### config.mk
export PLATFORM = sky130hd
export DESIGN_NAME = alu_seq_divider
export DESIGN_NICKNAME = d
export VERILOG_FILES = /design/src/rtl/alu_pkg.sv /design/src/rtl/alu_seq_divider_div_step.sv /design/src/rtl/alu_seq_divider.sv
export SDC_FILE = /design/constraint.sdc
export NUM_CORES = 1
export LEC_CHECK = 0
export CORE_ASPECT_RATIO = 0.5
export CORE_MARGIN = 5
export CORE_UTILIZATION = 45
export CTS_BUF_LIST = sky130_fd_sc_hd__clkbuf_2
export CTS_CLUSTER_DIAMETER = 200
export DETAILED_ROUTE_END_ITERATION = 8
export PLACE_DENSITY = 0.69
export SLEW_MARGIN = 30
export SYNTH_ARGS = -nofsm -noshare
export SYNTH_HDL_FRONTEND = slang
export SYNTH_SLANG_ARGS = --single-unit
export TNS_END_PERCENT = 100
### constraint.sdc
create_clock -name clk -period 3.4 [get_ports clk]
set_clock_uncertainty 0.2 [all_clocks]
set_input_delay 0.68 -clock clk [delete_from_list [all_inputs] [get_ports clk]]
set_output_delay 0.68 -clock clk [all_outputs]
set_load 0.02 [all_outputs]
### src/rtl/alu_pkg.sv
// alu_pkg: shared ALU select codes and divider state type
package alu_pkg;
  typedef enum logic [1:0] {DIV_IDLE, DIV_RUN, DIV_DONE} div_state_t;
  localparam logic [3:0] SEL_ADD = 4'b0000;
  localparam logic [3:0] SEL_SUB = 4'b0001;
  localparam logic [3:0] SEL_MUL = 4'b0010;
  localparam logic [3:0] SEL_DIV = 4'b0011;
  localparam logic [3:0] SEL_MOD = 4'b0100;
endpackage

### src/rtl/alu_seq_divider_div_step.sv
// div_step: one combinational restoring-division iteration
module div_step #(
  parameter int N = 5
) (
  input  logic [N:0]   R,
  input  logic [N-1:0] Q,
  input  logic [N-1:0] B,
  output logic [N:0]   R_next,
  output logic [N-1:0] Q_next
);
  logic [N:0]   w_sh;
  logic [N-1:0] w_q_sh;
  logic         w_ge;
  assign w_sh   = {R[N-1:0], Q[N-1]};
  assign w_q_sh = Q << 1;
  // a set top bit of R means the shifted value already exceeds any N-bit divisor
  assign w_ge   = R[N] || (w_sh >= {1'b0, B});
  assign R_next = w_ge ? w_sh - {1'b0, B} : w_sh;
  assign Q_next = w_ge ? (w_q_sh | {{(N-1){1'b0}}, 1'b1}) : w_q_sh;
endmodule

### src/rtl/alu_seq_divider.sv
// alu_seq_divider: multi-cycle unsigned restoring divider, one quotient bit per clock
module alu_seq_divider
  import alu_pkg::*;
#(
  parameter int N = 5
) (
  input  logic         clk,
  input  logic         rst_n,
  input  logic         start,
  input  logic [N-1:0] A,
  input  logic [N-1:0] B,
  output logic         busy,
  output logic         done,
  output logic [N:0]   quo,
  output logic [N:0]   rem,
  output logic         div_zero
);
  localparam int CW = (N > 1) ? $clog2(N) : 1;
  div_state_t    r_state;
  logic [CW-1:0] r_cnt;
  logic [N:0]    r_r, r_quo, r_rem;
  logic [N-1:0]  r_q, r_b;
  logic          r_dz;
  logic [N:0]    w_r_next;
  logic [N-1:0]  w_q_next;
  logic          w_accept;
  assign w_accept = start && (r_state != DIV_RUN);
  div_step #(.N(N)) u_step (
    .R      (r_r),
    .Q      (r_q),
    .B      (r_b),
    .R_next (w_r_next),
    .Q_next (w_q_next)
  );
  always_ff @(posedge clk or negedge rst_n) begin
    if (!rst_n) begin
      r_state <= DIV_IDLE;
      r_cnt   <= '0;
      r_r     <= '0;
      r_q     <= '0;
      r_b     <= '0;
      r_quo   <= '0;
      r_rem   <= '0;
      r_dz    <= 1'b0;
    end else if (w_accept) begin
      r_b   <= B;
      r_q   <= A;
      r_r   <= '0;
      r_cnt <= CW'(N - 1);
      if (B == '0) begin
        r_state <= DIV_DONE;
        r_quo   <= {1'b0, {N{1'b1}}};
        r_rem   <= {1'b0, A};
        r_dz    <= 1'b1;
      end else begin
        r_state <= DIV_RUN;
      end
    end else if (r_state == DIV_RUN) begin
      r_r   <= w_r_next;
      r_q   <= w_q_next;
      r_cnt <= r_cnt - 1'b1;
      if (r_cnt == '0) begin
        r_state <= DIV_DONE;
        r_quo   <= {1'b0, w_q_next};
        r_rem   <= w_r_next;
        r_dz    <= 1'b0;
      end
    end else if (r_state == DIV_DONE) begin
      r_state <= DIV_IDLE;
    end
  end
  assign busy     = (r_state == DIV_RUN);
  assign done     = (r_state == DIV_DONE);
  assign quo      = r_quo;
  assign rem      = r_rem;
  assign div_zero = r_dz;
endmodule
==> run_results.csv <==
group,metric,value,unit
logic_synthesis,syn-cell-area,1810,um2
logic_synthesis,ys.flop_type,"dfrtp_1",
route,num_vias,1352,
logic_synthesis,synth-simple-area-share,12.2,%
route,drc,0,
die,core_area,3880,um2
global_routing,met3_usage,4.07,%
timing,tns,0,ns
timing,tightest_slew,0.520,ns
die,fp.dieArea,5470,um2
logic_synthesis,syn_nets,200,
power_and_ir_drop,vdd_ir_drop_max,326,uV
timing,rsz0062_at_grt,"no",
global_routing,grt_first_pass_wirelength,6.62,mm
timing,fin_crit_sh,86.7,%
logic_synthesis,yosysSeqAreaShare,45.6,%
global_routing,use_met1,21.0,%
global_routing,overflow,0,
worst_hold_path,hp-class,"reg -> reg",
logic_synthesis,synth-xor-area-share,1.93,%
logic_synthesis,ys_top_cells_by_area,"dfrtp_1 46%, ha_1 6.9%, mux2i_1 3.9%",
timing,relSlewSlack,65.3,%
cells_and_area,final_nets,228,
worst_setup_path,path_cells,"inv_1 -> ha_1 -> clkdlybuf4s50_1",
global_routing,use_met2,26.8,%
placement,place_inst,251,
power_and_ir_drop,leakagePower,0.995,nW
cells_and_area,drive_gt1_share,11.3,%
logic_synthesis,synth_top_area_share,45.6,%
clock_tree,clockBufferDepth,2,
clock_tree,clk_pin_slew,0.15,ns
global_routing,track_usage,16.1,%
worst_setup_path,crit_type,"reg -> out",
logic_synthesis,synth_edf_count,0,
clock_tree,ctsResizeCount,0,
timing,hold_viol,0,
worst_setup_path,crit_arrival,2.07,ns
job,drv_cap,0,
die,dieHeight,54.9,um
logic_synthesis,synthMuxAreaShare,8.63,%
clock_tree,hold_buffers,0,
logic_synthesis,syn_avg_cell_area,10.3,um2
worst_setup_path,cp_num_buf_inv,2,
route,dr.pass1.iters,4,
clock_tree,ctsHtreeMaxLevel,2,
logic_synthesis,yosysWarnings,0,
worst_setup_path,slowest_delay,0.71,ns
logic_synthesis,yosysTopAreaCell,"dfrtp_1",
die,start_util,46.6,%
worst_setup_path,path_max_fanout,14,
route,wl,3.95,mm
route,vias_per_cell,5.24,
worst_setup_path,worstSetupStartpointType,"register",
run_status,status,"finished clean",
placement,pre_cts_slack,0.738,ns
worst_setup_path,crit_slowest_cell,"clkdlybuf4s50_1",
timing,max_freq,339,MHz
cells_and_area,area_growth_syn_to_layout,19.1,%
die,pin_count,28,
clock_tree,postCtsSetupRepairBufs,0,
clock_tree,cts-root-buf,"clkbuf_2",
placement,numPortBuffers,26,
logic_synthesis,synth_compound_area_share,18.3,%
logic_synthesis,ys_ff_latch,33,
global_routing,grt_max_degree,34,
global_routing,grt.busiest_layer,"met2",
logic_synthesis,synth_top_family_by_area,"compound AO/OA/AOI/OAI gates",
die,die_w,99.7,um
power_and_ir_drop,p_per_area,954,nW/um2
cells_and_area,diodes,0,
worst_setup_path,crit_family,"buffers and inverters",
timing,final-max-slew-violation-count,0,
worst_setup_path,endpoint_kind,"output port",
placement,hpwl,2.96,mm
clock_tree,clk_latency,0.35,ns
die,num_rows,16,
clock_tree,cts_tree,"yes",
route,antenna_violating_nets_post_route,0,
placement,gp_congestion,0.760,
logic_synthesis,async_flop_share,100,%
clock_tree,clock-sinks,33,
route,wire_per_inst,15.3,um
logic_synthesis,synth.distinct_cells,48,
timing,setup_viol,0,
logic_synthesis,synth-adder-area-share,8.01,%
route,drt_iter0_drc,45,
logic_synthesis,syn_inst,176,
global_routing,antenna_found_initial,0,
timing,worst_slack,0.451,ns
timing,post-route-min-period,2.95,ns
worst_setup_path,required,2.52,ns
global_routing,grt_pass1_vias,1347,
cells_and_area,final_cells,258,
clock_tree,cts_made_buffers,5,
cell families after synthesis:
logic type / Yosys count
AO/OA/AOI/OAI: 46
AND/OR/NAND/NOR: 44
flip-flops: 33
buffers and inverters: 23
multiplexers: 14
adder cells (fa/ha/maj): 11
XOR/XNOR: 4
other: 1
synth_stat cells (all sizes together), types with 4 or more instances:
cell,n
o22ai,4
inv,15
a21oi,6
nor3,4
ha,10
o21ai,12
nand2,15
nor2,13
mux2i,7
dfrtp,33
o22a,4
buf,5
mux2,7
per-stage QoR:
step	power (mW)	instance area (um2)	hold WS, ns	util (%)
final	2.06	2160	0.311	55.6
after global routing	2.24	2160	0.334	55.6
after CTS	2.08	2160	0.317	55.6
after detailed placement	1.90	2120	0.280	54.7
after global placement	1.86	2120	0.275	54.7
after floorplan	1.51	1810	0.184	-
placed cells by master (no fill, tap or decap), drive strengths merged, types with 3 or more instances in the layout:
cell type      synthesis  layout
a21o                   3       3
a21oi                  6       6
buf                    5       3
clkbuf                 3       6
clkdlybuf4s50          0      26
dfrtp                 33      33
ha                    10      10
inv                   15      15
mux2                   7       7
mux2i                  7       7
nand2                 15      15
nor2                  13      13
nor2b                  3       3
nor3                   4       4
nor3b                  3       3
o21ai                 12      12
o22a                   4       4
o22ai                  4       4
xor2                   3       3
flip-flops by register name, summed over array words and instances, names as in the netlist:
name	count
r_q	5
r_r	6
r_cnt	3
r_state	2
quo	5
rem	6
div_zero	1
r_b	5
report_power, final:
group | leakage [nW] | internal (mW) | total (mW) | switching, mW
sequential | 0.400 | 0.566 | 0.677 | 0.111
combinational | 0.569 | 0.560 | 1.21 | 0.651
clock | 0.0265 | 0.0481 | 0.172 | 0.124
path summary, 6_finish.rpt:
check | from | end | slack (ns) | depth (start not counted)
setup / recovery | r_state[1]$_DFFE_PN0P_ | busy | 0.45 | 3
hold / removal | quo[3]$_DFFE_PN0P_ | quo[3]$_DFFE_PN0P_ | 0.31 | 1
setup reg to reg | r_q[4]$_DFFE_PN0P_ | rem[2]$_DFFE_PN0P_ | 0.71 | 9
hold reg to reg | quo[3]$_DFFE_PN0P_ | quo[3]$_DFFE_PN0P_ | 0.31 | 1
max in group asynchronous | rst_n | rem[4]$_DFFE_PN0P_ | 2.20 | 2
min in group asynchronous | rst_n | r_cnt[1]$_DFFE_PN0P_ | 0.50 | 2
cell type report:
type                    count  area (um2)
repair buffers             29         283
clock buffers               6        30.0
well taps                  54        67.6
fillers                   352        1730
flip-flops and latches     33         826
inverters                  15        56.3
clock inverters             1        3.75
multi-input cells         120         892
routing by layer:
layer | share of wire (%) | vias up
li1 | - | 672
met1 | 49 | 660
met2 | 48 | 20
met3 | 2.8 | 0
met4 | 0 | 0
met5 | 0 | -
No activity file was read; power rests on OpenSTA's default activity.
